File: src/rtl/lsu_mem_initiator_if.sv
// Core-side request/response and data-memory port bundle for the load/store initiator.
// master = the initiator itself, slave = core + memory environment.
interface lsu_mem_initiator_if #(
  parameter int ADDR_W = 32
);
  logic              req_valid;
  logic              req_ready;
  logic              is_store;
  logic [2:0]        funct3;
  logic [ADDR_W-1:0] addr;
  logic [31:0]       wdata;

  logic              mem_req;
  logic              mem_we;
  logic [ADDR_W-3:0] mem_addr;
  logic [3:0]        mem_wstrb;
  logic [31:0]       mem_wdata;
  logic              mem_ack;
  logic [31:0]       mem_rdata;

  logic              resp_valid;
  logic [31:0]       resp_rdata;
  logic              resp_err;
  logic              busy;

  modport master (
    input  req_valid, is_store, funct3, addr, wdata, mem_ack, mem_rdata,
    output req_ready, mem_req, mem_we, mem_addr, mem_wstrb, mem_wdata,
           resp_valid, resp_rdata, resp_err, busy
  );

  modport slave (
    output req_valid, is_store, funct3, addr, wdata, mem_ack, mem_rdata,
    input  req_ready, mem_req, mem_we, mem_addr, mem_wstrb, mem_wdata,
           resp_valid, resp_rdata, resp_err, busy
  );
endinterface

File: src/rtl/lsu_mem_initiator.sv
// RISC-V load/store initiator: one access at a time, resp 2+wait cycles after accept (1 on error).
// Backpressure: req_ready only in IDLE; mem_req held until mem_ack or TIMEOUT cycles elapse.
module lsu_mem_initiator #(
  parameter int ADDR_W  = 32,
  parameter int TIMEOUT = 16
) (
  input  logic                 clk,
  input  logic                 reset,
  lsu_mem_initiator_if.master  bus
);

  typedef enum logic [1:0] {
    S_IDLE   = 2'd0,
    S_ACCESS = 2'd1,
    S_RESP   = 2'd2
  } state_t;

  localparam int               CNT_W    = $clog2(TIMEOUT) + 1;
  localparam logic [CNT_W-1:0] CNT_LAST = CNT_W'(TIMEOUT - 1);

  state_t            r_state,       w_state_nxt;
  logic              r_is_store,    w_is_store_nxt;
  logic [2:0]        r_funct3,      w_funct3_nxt;
  logic [1:0]        r_addr_lo,     w_addr_lo_nxt;
  logic [CNT_W-1:0]  r_cnt,         w_cnt_nxt;
  logic              r_req_ready,   w_req_ready_nxt;
  logic              r_busy,        w_busy_nxt;
  logic              r_mem_req,     w_mem_req_nxt;
  logic              r_mem_we,      w_mem_we_nxt;
  logic [ADDR_W-3:0] r_mem_addr,    w_mem_addr_nxt;
  logic [3:0]        r_mem_wstrb,   w_mem_wstrb_nxt;
  logic [31:0]       r_mem_wdata,   w_mem_wdata_nxt;
  logic              r_resp_valid,  w_resp_valid_nxt;
  logic [31:0]       r_resp_rdata,  w_resp_rdata_nxt;
  logic              r_resp_err,    w_resp_err_nxt;

  // Request classification and store lane placement, straight from the core inputs
  logic        w_f3_illegal;
  logic        w_misalign;
  logic [3:0]  w_st_strb;
  logic [31:0] w_st_data;

  always_comb begin
    w_f3_illegal = bus.is_store ? (bus.funct3 > 3'd2)
                                : ((bus.funct3 == 3'd3) || (bus.funct3[2:1] == 2'b11));
    w_misalign   = ((bus.funct3[1:0] == 2'b01) && bus.addr[0]) ||
                   ((bus.funct3[1:0] == 2'b10) && (bus.addr[1:0] != 2'b00));
    w_st_strb    = 4'b1111;
    w_st_data    = bus.wdata;
    case (bus.funct3[1:0])
      2'b00: begin
        w_st_strb = 4'b0001 << bus.addr[1:0];
        w_st_data = {4{bus.wdata[7:0]}};
      end
      2'b01: begin
        w_st_strb = 4'b0011 << {bus.addr[1], 1'b0};
        w_st_data = {2{bus.wdata[15:0]}};
      end
      default: begin
        w_st_strb = 4'b1111;
        w_st_data = bus.wdata;
      end
    endcase
  end

  // Lane shift brings the addressed byte/halfword to bit 0; words are aligned so shift is 0
  logic [31:0] w_ld_shift;
  logic [31:0] w_ld_data;

  always_comb begin
    w_ld_shift = bus.mem_rdata >> {r_addr_lo, 3'b000};
    case (r_funct3)
      3'd0:    w_ld_data = {{24{w_ld_shift[7]}}, w_ld_shift[7:0]};
      3'd1:    w_ld_data = {{16{w_ld_shift[15]}}, w_ld_shift[15:0]};
      3'd4:    w_ld_data = {24'd0, w_ld_shift[7:0]};
      3'd5:    w_ld_data = {16'd0, w_ld_shift[15:0]};
      default: w_ld_data = w_ld_shift;
    endcase
  end

  always_comb begin
    w_state_nxt      = r_state;
    w_is_store_nxt   = r_is_store;
    w_funct3_nxt     = r_funct3;
    w_addr_lo_nxt    = r_addr_lo;
    w_cnt_nxt        = '0;
    w_mem_req_nxt    = r_mem_req;
    w_mem_we_nxt     = r_mem_we;
    w_mem_addr_nxt   = r_mem_addr;
    w_mem_wstrb_nxt  = r_mem_wstrb;
    w_mem_wdata_nxt  = r_mem_wdata;
    w_resp_valid_nxt = 1'b0;
    w_resp_rdata_nxt = r_resp_rdata;
    w_resp_err_nxt   = r_resp_err;

    case (r_state)
      S_IDLE: begin
        if (bus.req_valid) begin
          w_is_store_nxt = bus.is_store;
          w_funct3_nxt   = bus.funct3;
          w_addr_lo_nxt  = bus.addr[1:0];
          if (w_f3_illegal || w_misalign) begin
            w_state_nxt      = S_RESP;
            w_resp_valid_nxt = 1'b1;
            w_resp_err_nxt   = 1'b1;
            w_resp_rdata_nxt = '0;
          end else begin
            w_state_nxt     = S_ACCESS;
            w_mem_req_nxt   = 1'b1;
            w_mem_we_nxt    = bus.is_store;
            w_mem_addr_nxt  = bus.addr[ADDR_W-1:2];
            w_mem_wstrb_nxt = bus.is_store ? w_st_strb : 4'b0000;
            w_mem_wdata_nxt = bus.is_store ? w_st_data : 32'd0;
          end
        end
      end

      S_ACCESS: begin
        // An ack in the final allowed cycle still counts as success
        if (bus.mem_ack || (r_cnt == CNT_LAST)) begin
          w_state_nxt      = S_RESP;
          w_mem_req_nxt    = 1'b0;
          w_mem_we_nxt     = 1'b0;
          w_mem_wstrb_nxt  = 4'b0000;
          w_mem_wdata_nxt  = 32'd0;
          w_resp_valid_nxt = 1'b1;
          w_resp_err_nxt   = !bus.mem_ack;
          w_resp_rdata_nxt = (bus.mem_ack && !r_is_store) ? w_ld_data : 32'd0;
        end else begin
          w_cnt_nxt = r_cnt + 1'b1;
        end
      end

      S_RESP: begin
        w_state_nxt      = S_IDLE;
        w_resp_rdata_nxt = '0;
        w_resp_err_nxt   = 1'b0;
      end

      default: begin
        w_state_nxt   = S_IDLE;
        w_mem_req_nxt = 1'b0;
      end
    endcase

    w_req_ready_nxt = (w_state_nxt == S_IDLE);
    w_busy_nxt      = (w_state_nxt != S_IDLE);
  end

  always_ff @(posedge clk) begin
    if (reset) begin
      r_state      <= S_IDLE;
      r_is_store   <= 1'b0;
      r_funct3     <= 3'd0;
      r_addr_lo    <= 2'd0;
      r_cnt        <= '0;
      r_req_ready  <= 1'b1;
      r_busy       <= 1'b0;
      r_mem_req    <= 1'b0;
      r_mem_we     <= 1'b0;
      r_mem_addr   <= '0;
      r_mem_wstrb  <= 4'b0000;
      r_mem_wdata  <= 32'd0;
      r_resp_valid <= 1'b0;
      r_resp_rdata <= 32'd0;
      r_resp_err   <= 1'b0;
    end else begin
      r_state      <= w_state_nxt;
      r_is_store   <= w_is_store_nxt;
      r_funct3     <= w_funct3_nxt;
      r_addr_lo    <= w_addr_lo_nxt;
      r_cnt        <= w_cnt_nxt;
      r_req_ready  <= w_req_ready_nxt;
      r_busy       <= w_busy_nxt;
      r_mem_req    <= w_mem_req_nxt;
      r_mem_we     <= w_mem_we_nxt;
      r_mem_addr   <= w_mem_addr_nxt;
      r_mem_wstrb  <= w_mem_wstrb_nxt;
      r_mem_wdata  <= w_mem_wdata_nxt;
      r_resp_valid <= w_resp_valid_nxt;
      r_resp_rdata <= w_resp_rdata_nxt;
      r_resp_err   <= w_resp_err_nxt;
    end
  end

  assign bus.req_ready  = r_req_ready;
  assign bus.busy       = r_busy;
  assign bus.mem_req    = r_mem_req;
  assign bus.mem_we     = r_mem_we;
  assign bus.mem_addr   = r_mem_addr;
  assign bus.mem_wstrb  = r_mem_wstrb;
  assign bus.mem_wdata  = r_mem_wdata;
  assign bus.resp_valid = r_resp_valid;
  assign bus.resp_rdata = r_resp_rdata;
  assign bus.resp_err   = r_resp_err;

endmodule

File: src/flat_wrapper.sv
// flat-port wrapper written by rule: the top's interface ports become plain ports
module lsu_mem_initiator_flat 
#(
  parameter int ADDR_W  = 32,
  parameter int TIMEOUT = 16
)
  (clk, reset, bus_req_valid, bus_is_store, bus_funct3, bus_addr, bus_wdata, bus_mem_ack, bus_mem_rdata, bus_req_ready, bus_mem_req, bus_mem_we, bus_mem_addr, bus_mem_wstrb, bus_mem_wdata, bus_resp_valid, bus_resp_rdata, bus_resp_err, bus_busy);
  lsu_mem_initiator_if #(.ADDR_W(ADDR_W)) bus_i ();
  input  logic clk;
  input  logic reset;
  input wire logic [$bits(bus_i.req_valid)-1:0] bus_req_valid;
  input wire logic [$bits(bus_i.is_store)-1:0] bus_is_store;
  input wire logic [$bits(bus_i.funct3)-1:0] bus_funct3;
  input wire logic [$bits(bus_i.addr)-1:0] bus_addr;
  input wire logic [$bits(bus_i.wdata)-1:0] bus_wdata;
  input wire logic [$bits(bus_i.mem_ack)-1:0] bus_mem_ack;
  input wire logic [$bits(bus_i.mem_rdata)-1:0] bus_mem_rdata;
  output wire logic [$bits(bus_i.req_ready)-1:0] bus_req_ready;
  output wire logic [$bits(bus_i.mem_req)-1:0] bus_mem_req;
  output wire logic [$bits(bus_i.mem_we)-1:0] bus_mem_we;
  output wire logic [$bits(bus_i.mem_addr)-1:0] bus_mem_addr;
  output wire logic [$bits(bus_i.mem_wstrb)-1:0] bus_mem_wstrb;
  output wire logic [$bits(bus_i.mem_wdata)-1:0] bus_mem_wdata;
  output wire logic [$bits(bus_i.resp_valid)-1:0] bus_resp_valid;
  output wire logic [$bits(bus_i.resp_rdata)-1:0] bus_resp_rdata;
  output wire logic [$bits(bus_i.resp_err)-1:0] bus_resp_err;
  output wire logic [$bits(bus_i.busy)-1:0] bus_busy;
  assign bus_i.req_valid = bus_req_valid;
  assign bus_i.is_store = bus_is_store;
  assign bus_i.funct3 = bus_funct3;
  assign bus_i.addr = bus_addr;
  assign bus_i.wdata = bus_wdata;
  assign bus_i.mem_ack = bus_mem_ack;
  assign bus_i.mem_rdata = bus_mem_rdata;
  assign bus_req_ready = bus_i.req_ready;
  assign bus_mem_req = bus_i.mem_req;
  assign bus_mem_we = bus_i.mem_we;
  assign bus_mem_addr = bus_i.mem_addr;
  assign bus_mem_wstrb = bus_i.mem_wstrb;
  assign bus_mem_wdata = bus_i.mem_wdata;
  assign bus_resp_valid = bus_i.resp_valid;
  assign bus_resp_rdata = bus_i.resp_rdata;
  assign bus_resp_err = bus_i.resp_err;
  assign bus_busy = bus_i.busy;
  lsu_mem_initiator #(.ADDR_W(ADDR_W), .TIMEOUT(TIMEOUT)) u_core (.clk(clk), .reset(reset), .bus(bus_i));
endmodule
File: config.mk
export PLATFORM = sky130hd
export DESIGN_NAME = lsu_mem_initiator_flat
export DESIGN_NICKNAME = d
export VERILOG_FILES = /design/src/rtl/lsu_mem_initiator_if.sv /design/src/rtl/lsu_mem_initiator.sv /design/src/flat_wrapper.sv
export SDC_FILE = /design/constraint.sdc
export NUM_CORES = 1
export LEC_CHECK = 0
export BUFFER_PORTS_ARGS = -buffer_cell sky130_fd_sc_hd__buf_2
export CAP_MARGIN = 10
export CORE_UTILIZATION = 50
export DETAILED_ROUTE_END_ITERATION = 7
export GPL_TIMING_DRIVEN = 0
export PLACE_DENSITY = 0.83
export SLEW_MARGIN = 0
export SYNTH_ARGS = -nofsm -noshare
export SYNTH_HDL_FRONTEND = slang
export SYNTH_SLANG_ARGS = --single-unit
File: constraint.sdc
create_clock -name clk -period 5.2 [get_ports clk]
set_input_delay 0.26 -clock clk [delete_from_list [all_inputs] [get_ports clk]]
set_output_delay 0.26 -clock clk [all_outputs]
set_load 0.05 [all_outputs]
### After elaboration in Yosys (flattened, before gate mapping)

Cells that the tools add are included.

| cells by class | value |
|---|---|
| $add $sub $neg | 1 |
| magnitude comparators | 1 |
| eq/ne operators | 14 |
| shifts and indexed selects | 3 |
| multiplexer cells | 38 |
| bitwise operators | 3 |
| reductions and logical operators | 23 |

Operators by type and width:

| cell | number |
|---|---|
| $mux W32 | 8 |
| $pmux W32 S2 | 2 |
| $pmux W32 S4 | 1 |
| $pmux W32 S3 | 1 |
| $shr A32 B5 Y32 | 1 |
| $mux W4 | 4 |
| $pmux W4 S2 | 2 |
| $mux W1 | 12 |
| $reduce_and A4 Y1 | 3 |
| $eq A2 B2 Y1 const B | 3 |
| $eq A3 B3 Y1 const B | 2 |
| $logic_not A2 Y1 | 3 |
| $mux W2 | 3 |
| $pmux W1 S3 | 2 |
| $reduce_bool A2 Y1 | 3 |
| $add A5 B1 Y5 const B | 1 |
| $eq A5 B4 Y1 const B | 1 |
| $eq A2 B1 Y1 const B | 2 |
| $logic_or A1 B1 Y1 | 4 |
| $ne A2 B1 Y1 const B | 2 |
| $ne A2 B2 Y1 const B | 2 |
| $pmux W1 S2 | 2 |
| $pmux W2 S2 | 1 |
| $shl A1 B2 Y4 const A | 1 |
| other kinds (12) | 17 |

| storage, ports and cells | value |
|---|---|
| bits in registers | 117 |
| input bits | 104 |
| output and inout port bits | 104 |
| logic and storage cells | 98 |

### Depth between registers and ports, before layout

Gate-level depths: netlist of run 1.

| depth | value |
|---|---|
| depth in word-level cells | 8 |
| mapped depth | 8 |
| depth with buffers taken out | 7 |

### Worst setup path before layout of run 1

OpenSTA, ideal clock, no wires.

| timing path | value |
|---|---|
| path type | register to register |
| start point | reg u_core.r_cnt[0] |
| end point | reg u_core.r_mem_wdata[0] (netlist: u_core.bus.mem_wdata[0]) |
| library setup time | 0.060 ns |
| arrival | 2.115 ns |
| required time | 5.140 ns |
| path slack | 3.025 ns |
| cell stages (with the launch flop) | 9 |
| buffers on the path | 1 |
| period minus slack after synthesis | 2.175 ns |
| path through | dfxtp_1 > ha_1 > and3_1 > ha_1 > o21ai_0 > nand2_1 > o2bb2ai_1 > clkbuf_1 > a22o_1 |

| on the way | value |
|---|---|
| cells in the longest elaborated chain, start to end | 4 |

Ends and longest elaborated chain:

| item | line | source |
|---|---|---|
| start: declaration | lsu_mem_initiator.sv:25 | `logic [CNT_W-1:0] r_cnt, w_cnt_nxt;` |
| start signal: assignment | lsu_mem_initiator.sv:172 | `r_cnt <= w_cnt_nxt;` |
| $eq A5 B4 Y1 | lsu_mem_initiator.sv:120 | `if (bus.mem_ack \|\| (r_cnt == CNT_LAST)) begin` |
| $logic_or A1 B1 Y1 | lsu_mem_initiator.sv:120 |  |
| $ne A2 B1 Y1 (no source line) | n/a |  |
| $reduce_and A4 Y1 (no source line) | n/a |  |
| end signal: assignment | lsu_mem_initiator.sv:179 | `r_mem_wdata <= w_mem_wdata_nxt;` |
| end: declaration | lsu_mem_initiator.sv:32 | `logic [31:0] r_mem_wdata, w_mem_wdata_nxt;` |

No other way between the ends.
A chain may end at the register's enable or synchronous reset.

### Worst setup path in the final report of run 1

| timing path | value |
|---|---|
| start point | reg u_core.r_cnt[0] |
| end point | reg u_core.r_mem_wdata[30] (netlist: u_core.bus.mem_wdata[30]) |

The elaborated chain is that of the path after synthesis.

==> metrics, run 1 <==
Setup-failing EPs final 0; mapped cell area 4840 um2; Initial Util 51.9%; die width 100 um; clk sink count 117; P_leak 0.00320 uW; Netlist cell types 45; total global routing overflow 0; Die ar. 10,100 um2; Crit. End Element register; initial antenna violation count 2; wire length on met2 7.46 mm; placed insts 837; pin count of the biggest net entering global routing 17; yosys warns 0; first-pass GRT wire length 23.1 mm; Mean Syn Cell Area 9.64 um2; Clock Tree Buf Depth 2; multiplexer share of the synthesized area 11.6%; metal3 WL 1.12 mm; largest cells by area after synthesis dfxtp_1 48%, mux2i_1 9.3%, o2bb2ai_1 6.7%, nand2_1 6.1%, a21oi_1 5.5%; CP peak stage delay 0.59 ns; I/O pins 208; die span in y 100 um; RSZ-0062 raised after global routing false; Final Wtd Congestion 0.930; Primary FF master, synth dfxtp_1; dpl hpwl 10.5 mm; Slew HR 38.9%; Setup CP Type reg2reg; Via density 5.44; FF+latch count, synth 117; Layout area overhead 44.3%; Sw Share 27.2%; post-synthesis cell count 502; Power, Total 2550 uW; vias in the first global route 4,892; Max Cap Viol 0; Data required, critical path 5.65 ns; post-synth top area cell dfxtp_1; Tmin final 2.70 ns; sequential cell area fraction in the yosys report 48.4%; Final Skew 0.00995 ns; fin nets 865; clock share of power 48.1%; xor/xnor share of the synthesized area 0.362%; status finished, final reports clean; GR Util All Layers 29.5%; Final Non-Filler Cells 903; row cnt 35; final core occ 74.9%; Critical Path Source Type register; count of final max-slew check failures 0; Post-Synth Simple-Gate Area 12.2%; Reg power frac 37.0%; H-tree depth 4; Cell Chain, Critical Path ha_1, and3_1, ha_1, o21ai_0, nand2_1, o2bb2ai_1, clkbuf_1, a22o_1; Sum Neg Setup Slack 0 ns; transition time of the tightest slew-check pin 0.914 ns; clock buffer count from CTS 17; largest family of logic cells by synthesized area compound AO/OA/AOI/OAI gates; wl on met1 5.98 mm; count leader, synth dfxtp_1; Critical Path AT 3.15 ns; Final Hold Vio Count 0; remaining antenna violation count 0; maximum fanout along the worst path 10; Worst Hold Class in2reg; Post-synth ARST share 0%; PortBufs 206; total internal power 1860 uW; final cycle utilization of the critical path 52.0%; drt total wl 14.9 mm; core area 9330 um2; TritonCTS clock tree built; Post-Synth Adder-Cell Area 0.517%; Final Cell Area 6980 um2; Post-synth EDFFs 0; DP Area 6030 um2; Logic pwr share 14.9%; Net Count, Synth 608; fmax 370 MHz; CTS clk-pin slew, worst paths 0.06 ns; pwr dens 365 nW/um2; DRT iter0 DRCs 229; critical path's slowest cell o2bb2ai_1; share of cells above drive strength 1 35.1%; Root Buffer clkbuf_8; Yosys top cell area share 48.4%; worst vdd ir 210 uV; clk_lat worst skew 0.51 ns; Vias 4,916; Routed WL per cell 16.5 um; Residual DRC 0; Synth Area in Compound Gates 22.9%; switching power total 693 uW; Post-synth top cells 117 x dfxtp_1, 78 x nand2_1, 53 x a21oi_1; Worst path most repeated cell ha_1; drt first pass iters 5; top sig layer met4
==> worst max-delay path, delay by kind of cell, from the launching register on <==
kind	cells	cell delay [ns]
simple gates	2	0.29
fa+ha+maj	2	0.45
flops	1	0.32
buf+inv	1	0.47
compound gates	3	1.11
==> flip-flops by register name, indices dropped and copies added, names as in the netlist <==
register,cells
u_core.bus.busy,1
u_core.bus.mem_wstrb,4
u_core.bus.resp_valid,1
u_core.bus.mem_req,1
u_core.bus.resp_rdata,32
u_core.bus.mem_we,1
u_core.r_state,2
u_core.bus.req_ready,1
u_core.r_is_store,1
u_core.bus.resp_err,1
u_core.r_addr_lo,2
u_core.r_funct3,3
u_core.bus.mem_wdata,32
u_core.bus.mem_addr,30
u_core.r_cnt,5
==> cells by family after synthesis <==
family | after synthesis
AND/OR/NAND/NOR | 134
buffers and inverters | 43
flip-flops | 117
adder cells (fa/ha/maj) | 2
multiplexers | 54
AO/OA/AOI/OAI | 150
XOR/XNOR | 2
==> path summary, 6_finish.rpt <==
check / startpoint / endpoint / slack [ns] / depth (start not counted)
worst max register to register: u_core.r_cnt[0]$_SDFF_PP0_ / u_core.bus.mem_wdata[30]$_SDFFE_PP0P_ / 2.50 / 8
worst max-delay path: u_core.r_cnt[0]$_SDFF_PP0_ / u_core.bus.mem_wdata[30]$_SDFFE_PP0P_ / 2.50 / 8
worst min register to register: u_core.bus.mem_addr[2]$_SDFFE_PP0P_ / u_core.bus.mem_addr[2]$_SDFFE_PP0P_ / 0.45 / 2
worst min-delay path: bus_mem_rdata[27] / u_core.bus.resp_rdata[27]$_SDFFE_PP0P_ / 0.02 / 2
==> metrics by stage <==
step / setup slack, ns / hold slack, ns
after global routing: 2.28 / 0.00945
final: 2.50 / 0.0213
after detailed placement: 2.54 / 0.441
after CTS: 2.51 / 0.00297
after floorplan: 3.02 / 0.378
after global placement: 2.62 / 0.429
==> timing repair <==
action                    in CTS  in global routing
hold endpoints to repair      30                  2
gates resized for setup        0                  0
setup buffers                  0                  0
hold buffers                  30                  2
==> power by group through the flow <==
| stage | combinational (uW) | sequential, uW | clock (uW) |
|---|---|---|---|
| 3_5_place_dp | 353 | 963 | 0 |
| 6_report | 380 | 945 | 1230 |
| 3_3_place_gp | 345 | 961 | 0 |
| 2_1_floorplan | 148 | 1050 | 0 |
| 4_1_cts | 373 | 944 | 1240 |
| 5_1_grt | 405 | 947 | 1280 |
==> layout make-up <==
cell class	instances	area [um2]
fillers	634	2340
flip-flops and latches	117	2340
multi-input cells	342	2300
repair buffers	238	1350
clock buffers	19	432
clock inverters	13	195
plain buffers	37	174
well taps	129	161
inverters	6	22.5
diodes	2	5.00
==> cell usage in the layout (no fill, tap or decap), drive strengths merged, types with 17 or more instances in the layout <==
cell type    count
nand2           78
nor2            22
dfxtp          117
a221o           17
a21oi           53
mux2i           45
dlygate4sd3     32
clkbuf          39
o2bb2ai         37
buf            223
==> per-layer routing <==
layer	up-vias	global-route usage, %
met3	35	8.36
met4	0	9.70
met2	234	51.8
li1	2361	-
met5	-	0
met1	2286	34.4
Power figures use the tool's default switching activity.
==> run 2, diff against run 1 <==
--- a/config.mk
+++ b/config.mk
@@ -5,12 +5,13 @@
 export SDC_FILE = /design/constraint.sdc
 export NUM_CORES = 1
 export LEC_CHECK = 0
+export ABC_AREA = 1
 export BUFFER_PORTS_ARGS = -buffer_cell sky130_fd_sc_hd__buf_2
 export CAP_MARGIN = 10
-export CORE_UTILIZATION = 50
+export CORE_UTILIZATION = 49
 export DETAILED_ROUTE_END_ITERATION = 7
 export GPL_TIMING_DRIVEN = 0
-export PLACE_DENSITY = 0.83
+export PLACE_DENSITY = 0.8
 export SLEW_MARGIN = 0
 export SYNTH_ARGS = -nofsm -noshare
 export SYNTH_HDL_FRONTEND = slang
==> constraint.sdc (replaced) <==
create_clock -name clk -period 2.7 [get_ports clk]
set_input_delay 0.135 -clock clk [delete_from_list [all_inputs] [get_ports clk]]
set_output_delay 0.135 -clock clk [all_outputs]
set_load 0.05 [all_outputs]
==> run 2 against run 1 <==
  * Fmax grew 23%
  * Sequential cell count is the same
  * Sequential power increased by 93%
  * Count of clock-buffer cells in the layout shrank 2
  * Die area rose by 12%
  * Power is 91% higher
  * Final area up 8.6%
  * Register-to-register slack worse by 2.0 ns
  * Combinational power is 140% higher
  * Non-clock buffer count increased by 32
  * Hold slack got worse by 0.0080 ns
  * Clock power rose by 74%
==> metrics, run 2 <==
Routed WL per cell 14.6 um (-11%); Sum Neg Setup Slack 0 ns (unchanged); Max Cap Viol 0 (unchanged); TritonCTS clock tree built; Net Count, Synth 889 (+46%); count of final max-slew check failures 0 (unchanged); clock share of power 44.1% (-4.0 points); pwr dens 641 nW/um2 (+76%); drt first pass iters 7 (+2); commonest non-fill, non-tap cell in the layout nand2_1; largest cells by area after synthesis dfxtp_1 44%, nand2_1 18%, a21oi_1 10%, nand3_1 6.7%, nor2_1 5.5%; Critical Path Source Type register; Netlist cell types 27 (-40%); placed insts 1,125 (+34%); yosys warns 0 (unchanged); drt total wl 17.7 mm (+19%); fin nets 1,166 (+35%); first-pass GRT wire length 28.8 mm (+24%); # Post-CTS Setup Buffers 0 (unchanged); Critical Path AT 2.64 ns (-0.51 ns); sequential cell area fraction in the yosys report 44.2% (-4.2 points); Final Hold Vio Count 0 (unchanged); vias in the first global route 6,087 (+24%); Worst Hold Class in2reg; Clock Tree Buf Depth 2 (unchanged); pin count of the biggest net entering global routing 17 (unchanged); Layout area overhead 43.1%; final cycle utilization of the critical path 81.3% (+29 points); cts hold-fix bufs 52 (+73%); worst vdd ir 457 uV (+120%); count leader, synth nand2_1; CP top delay family simple AND/OR/NAND/NOR gates; Slew HR 57.3% (+18 points); WP buf/inv 2 (+1); Reg power frac 37.4% (+0.4 points); Setup-failing EPs final 0 (unchanged); # resized after CTS 0 (unchanged); core area 10,400 um2 (+12%); Post-synth EDFFs 0 (unchanged); Final Skew 0.0104 ns (+0.000486 ns); post-synthesis cell count 783 (+56%); critical path's slowest cell dfxtp_1; fmax 455 MHz (+23%); clock buffer count from CTS 17 (unchanged); Data required, critical path 3.14 ns (-2.51 ns); initial antenna violation count 0 (-2); RSZ-0062 raised after global routing false; P_leak 0.00356 uW (+11%); Post-synth ARST share 0% (unchanged); remaining antenna violation count 0 (unchanged); post-synth top area cell dfxtp_1; Primary FF master, synth dfxtp_1; maximum fanout along the worst path 10 (unchanged); Post-synth top cells 258 x nand2_1, 117 x dfxtp_1, 109 x a21oi_1; final core occ 72.8% (-2.1 points); DP Area 6500 um2 (+7.8%); Root Buffer clkbuf_8; mapped cell area 5300 um2 (+9.5%); die width 106 um (+5.6%); status finished, final reports clean; switching power total 1530 uW (+120%); clk_lat worst skew 0.52 ns (about the same); Final Non-Filler Cells 1,209 (+34%); Final Wtd Congestion 0.912 (-2.0%); CTS clk-pin slew, worst paths 0.06 ns (about the same); Die ar. 11,200 um2 (+12%); Yosys top cell area share 44.2% (-4.2 points); Logic pwr share 18.6% (+3.7 points); share of cells above drive strength 1 27.0% (-8.1 points); total global routing overflow 0 (unchanged); Sw Share 31.5% (+4.3 points); H-tree depth 4 (unchanged); Ant. Diodes 0 (-2); transition time of the tightest slew-check pin 0.638 ns (-0.275 ns); die span in y 106 um (+5.6%); Cell Chain, Critical Path ha_1, nand2_1, nor2_1, ha_1, or2_2, nor2_1, inv_1, nand2_2, buf_4, nand2_1, a21oi_1; clk sink count 117 (unchanged); Final Cell Area 7580 um2 (+8.6%); Setup CP Type reg2reg; total internal power 3330 uW (+79%); Residual DRC 0 (unchanged); CP peak stage delay 0.32 ns (-0.27 ns); most frequent cells in the layout 258 x nand2_1, 222 x buf_2, 117 x dfxtp_1; Vias 6,251 (+27%); I/O pins 208 (unchanged); PortBufs 206 (unchanged); Tmin final 2.20 ns (-0.508 ns); Via density 5.17 (-5.0%); FF-to-FF path depth 11 (+3); Crit. path cell count 11 (+3); Mean Syn Cell Area 6.77 um2 (-30%); Hold Path Stages 5 (+3); Initial Util 50.9% (-0.99 points); GR Util All Layers 32.3% (+2.9 points); dpl hpwl 12.1 mm (+16%); Crit. End Element register; row cnt 37 (+5.7%); FF+latch count, synth 117 (unchanged); DRT iter0 DRCs 405 (+77%)
## run 2: tightest hold or removal path, stage by stage
cell and delay, ns:
buf_2 0.10, nand2_1 0.05, nand2_1 0.05, nand3_1 0.08
a21oi_1 0.07
## run 2: worst paths after layout
kind	startpoint	to	slack, ns
worst max-delay path	u_core.r_cnt[0]$_SDFF_PP0_	u_core.bus.mem_wdata[11]$_SDFFE_PP0P_	0.50
worst min-delay path	bus_wdata[21]	u_core.bus.mem_wdata[21]$_SDFFE_PP0P_	0.01
worst max register to register	u_core.r_cnt[0]$_SDFF_PP0_	u_core.bus.mem_wdata[11]$_SDFFE_PP0P_	0.50
worst min register to register	u_core.bus.resp_err$_SDFFE_PP0P_	u_core.bus.resp_err$_SDFFE_PP0P_	0.45
## run 2: routing by layer
layer | global-route usage [%] | part of all wire [%] | vias to the layer above
met3 | 7.42 | 8.4 | 57
met5 | 0 | 0 | -
met1 | 38.9 | 40 | 2781
met4 | 16.4 | 3.8 | 0
li1 | - | - | 3093
met2 | 54.0 | 47 | 320
## run 2: logic make-up after synthesis
group,count (synthesis),share of synthesized area [%]
buf+inv,82,7.13
simple gates,437,34.3
flops,117,44.2
fa+ha+maj,2,0.472
compound gates,145,13.9
## run 2: power groups by stage
stage	combinational [uW]	clock (uW)	sequential (uW)
2_1_floorplan	404	0	2010
3_3_place_gp	824	0	1850
3_5_place_dp	821	0	1850
4_1_cts	885	2150	1810
5_1_grt	981	2240	1820
6_report	903	2140	1820
## run 2: stage by stage
step | hold slack, ns | setup slack, ns | power (uW)
floorplan | 0.263 | 0.822 | 2410
global placement | 0.383 | 0.580 | 2670
detailed placement | 0.391 | 0.526 | 2670
CTS | 0.00205 | 0.518 | 4850
global route | 0.0249 | 0.287 | 5040
finish | 0.0133 | 0.504 | 4860
## run 2: layout make-up
type                            count  area [um2]
Tap cell                          136         170
Multi-Input combinational cell    584        2580
Clock buffer                       17         414
Fill cell                         856        2830
Buffer                             49         254
Clock inverter                     15         146
Inverter                           33         124
Timing Repair Buffer              258        1550
Sequential cell                   117        2340
==> run 3, diff against run 2 <==
==> constraint.sdc (replaced) <==
create_clock -name clk -period 2.2 [get_ports clk]
set_input_delay 0.11 -clock clk [delete_from_list [all_inputs] [get_ports clk]]
set_output_delay 0.11 -clock clk [all_outputs]
set_load 0.05 [all_outputs]
==> run 3 against run 2 <==
  * Cell count is 0.83% higher
  * First-iteration DRC count is 5.2% higher
  * Count of clock-buffer cells in the layout stayed put
  * Non-clock buffer count is 10 higher
  * Sequential cell count stayed put
  * Final area is 1.6% higher
  * Via count is 0.78% higher
  * Combinational power is 25% higher
  * Sequential share of layout area is 0.48 points lower
  * Register-to-register slack worse by 0.34 ns
  * Critical endpoint is now u_core.bus.resp_rdata[6]$_SDFFE_PP0P_
  * Highest routed layer unchanged
==> metrics, run 3 (synthesis gave the netlist of run 2 again) <==
share of cells above drive strength 1 26.9% (-0.16 points); total global routing overflow 0 (unchanged); reg2reg start u_core.r_addr_lo[0]$_SDFFE_PP0P_; Final Non-Filler Cells 1,219 (+0.83%); core area 10,400 um2 (unchanged); placed insts 1,125 (unchanged); pwr dens 778 nW/um2 (+21%); worst reg2reg setup slack 0.16 ns (-0.34 ns); commonest non-fill, non-tap cell in the layout nand2_1; Initial Util 50.9% (unchanged); P_leak 0.00360 uW (+1.3%); Residual DRC 0 (unchanged); Via density 5.17 (about the same); TritonCTS clock tree built; most frequent cells in the layout 258 x nand2_1, 219 x buf_2, 117 x dfxtp_1; Root Buffer clkbuf_8; Critical Path AT 2.48 ns (-0.16 ns); GR Util All Layers 32.8% (+0.46 points); vias in the first global route 6,229 (+2.3%); drt total wl 17.9 mm (+1.5%); Layout area overhead 45.3%; FF-to-FF path depth 8 (-3); Hold Path Stages 5 (unchanged); Worst Hold Class in2reg; worst vdd ir 562 uV (+23%); status finished, final reports clean; Power, Total 5990 uW (+23%); first-pass GRT wire length 29.2 mm (+1.7%); row cnt 37 (unchanged); H-tree depth 4 (unchanged); Setup-failing EPs final 0 (unchanged); RSZ-0062 raised after global routing true; Hold Crit Endpoint u_core.bus.resp_rdata[2]$_SDFFE_PP0P_; dpl hpwl 12.1 mm (unchanged); Clock Tree Buf Depth 2 (unchanged); Crit. End Element register; clk_lat worst skew 0.52 ns (about the same); final cycle utilization of the critical path 92.5% (+11 points); Setup CP Type reg2reg; initial antenna violation count 0 (unchanged); Tmin final 2.04 ns (-0.161 ns); transition time of the tightest slew-check pin 0.618 ns (-0.0209 ns); count of final max-slew check failures 0 (unchanged); Final Wtd Congestion 0.912 (unchanged); die span in y 106 um (unchanged); fmax 491 MHz (+7.9%); DRT iter0 DRCs 426 (+5.2%); Critical Path Source Type register; Final Skew 0.0140 ns (+0.00354 ns); CTS clk-pin slew, worst paths 0.07 ns (about the same); remaining antenna violation count 0 (unchanged); Die ar. 11,200 um2 (unchanged); maximum fanout along the worst path 10 (unchanged); PortBufs 206 (unchanged); Hold Crit Start bus_mem_rdata[10]; Sum Neg Setup Slack 0 ns (unchanged); Ant. Diodes 0 (unchanged); Final Hold Vio Count 0 (unchanged); Vias 6,300 (+0.78%); RR Endpoint u_core.bus.resp_rdata[6]$_SDFFE_PP0P_; Data required, critical path 2.65 ns (-0.49 ns); Slew HR 58.7% (+1.4 points); Routed WL per cell 14.7 um (+0.69%); clk sink count 117 (unchanged); Max Cap Viol 0 (unchanged); final hold slack 0.0262 ns (+0.0130 ns); fin nets 1,176 (+0.86%); drt first pass iters 5 (-2); pin count of the biggest net entering global routing 17 (unchanged); clock buffer count from CTS 17 (unchanged); I/O pins 208 (unchanged); die width 106 um (unchanged)
==> run 3: cell count changes in the layout (fill, tap and decap cells not counted) <==
cell and change:
buf_2 -3, buf_4 +2, clkbuf_4 +1, dlygate4sd3_1 +10, nand2_2 -1, nand2_4 +1
nor2_1 -1, nor2_4 +1
==> run 3: worst max path at each step <==
| stage | startpoint | end | slack [ns] | cells past startpoint |
|---|---|---|---|---|
| floorplan | u_core.r_cnt[0]$_SDFF_PP0_ | u_core.bus.resp_rdata[21]$_SDFFE_PP0P_ | 0.32 | 11 |
| global placement | u_core.r_cnt[0]$_SDFF_PP0_ | u_core.bus.resp_rdata[21]$_SDFFE_PP0P_ | 0.08 | 11 |
| detailed placement | u_core.r_cnt[0]$_SDFF_PP0_ | u_core.bus.resp_rdata[1]$_SDFFE_PP0P_ | 0.03 | 11 |
| CTS | u_core.r_cnt[0]$_SDFF_PP0_ | u_core.bus.resp_rdata[1]$_SDFFE_PP0P_ | 0.02 | 11 |
| global route | u_core.r_cnt[0]$_SDFF_PP0_ | u_core.bus.resp_rdata[7]$_SDFFE_PP0P_ | 0.004 | 11 |
| finish | u_core.r_addr_lo[0]$_SDFFE_PP0P_ | u_core.bus.resp_rdata[6]$_SDFFE_PP0P_ | 0.16 | 8 |
==> run 3: repair_timing <==
item / CTS / global route
hold buffers: 62 / 0
endpoints found under the hold margin: 61 / 0
setup buffers: 0 / 0
gates resized for setup: 0 / 8
setup endpoints to repair: 0 / 60
==> run 3: worst max-delay path, cell delays in order, from the launching register on <==
cell and delay (ns):
dfxtp_1 0.30, buf_2 0.16, buf_2 0.21, clkbuf_1 0.37, nand2_1 0.09, nand3_1 0.09, dlygate4sd3_1 0.54, nand3_1 0.07
a21oi_1 0.13
==> run 3: area by class of cell <==
type                            instances  area [um2]
Tap cell                              136         170
Clock buffer                           17         414
Clock inverter                         15         146
Inverter                               33         124
Timing Repair Buffer                  268        1650
Sequential cell                       117        2340
Fill cell                             847        2710
Multi-Input combinational cell        584        2590
Buffer                                 49         262
==> run 3: through the flow <==
step / utilization, % / instance area (um2) / setup slack (ns)
2_1_floorplan: - / 5300 / 0.322
6_report: 73.9 / 7700 / 0.165
3_5_place_dp: 62.4 / 6500 / 0.0259
5_1_grt: 73.9 / 7700 / 0.00369
4_1_cts: 73.8 / 7680 / 0.0179
3_3_place_gp: 62.4 / 6500 / 0.0805
==> run 3: layer usage <==
metal / up-vias / GRT usage, % / part of all wire [%] / routed length, um
met3: 57 / 8.03 / 7.9 / 1410
li1: 3108 / - / - / -
met2: 311 / 54.9 / 48 / 8610
met4: 0 / 17.1 / 3.5 / 634
met5: - / 0 / 0 / 0
met1: 2824 / 38.9 / 41 / 7260
==> run 3: report_power, final <==
part	internal [uW]	switching, uW
logic	387	747
registers	2190	39.1
clock network	1530	1100
total	4110	1880
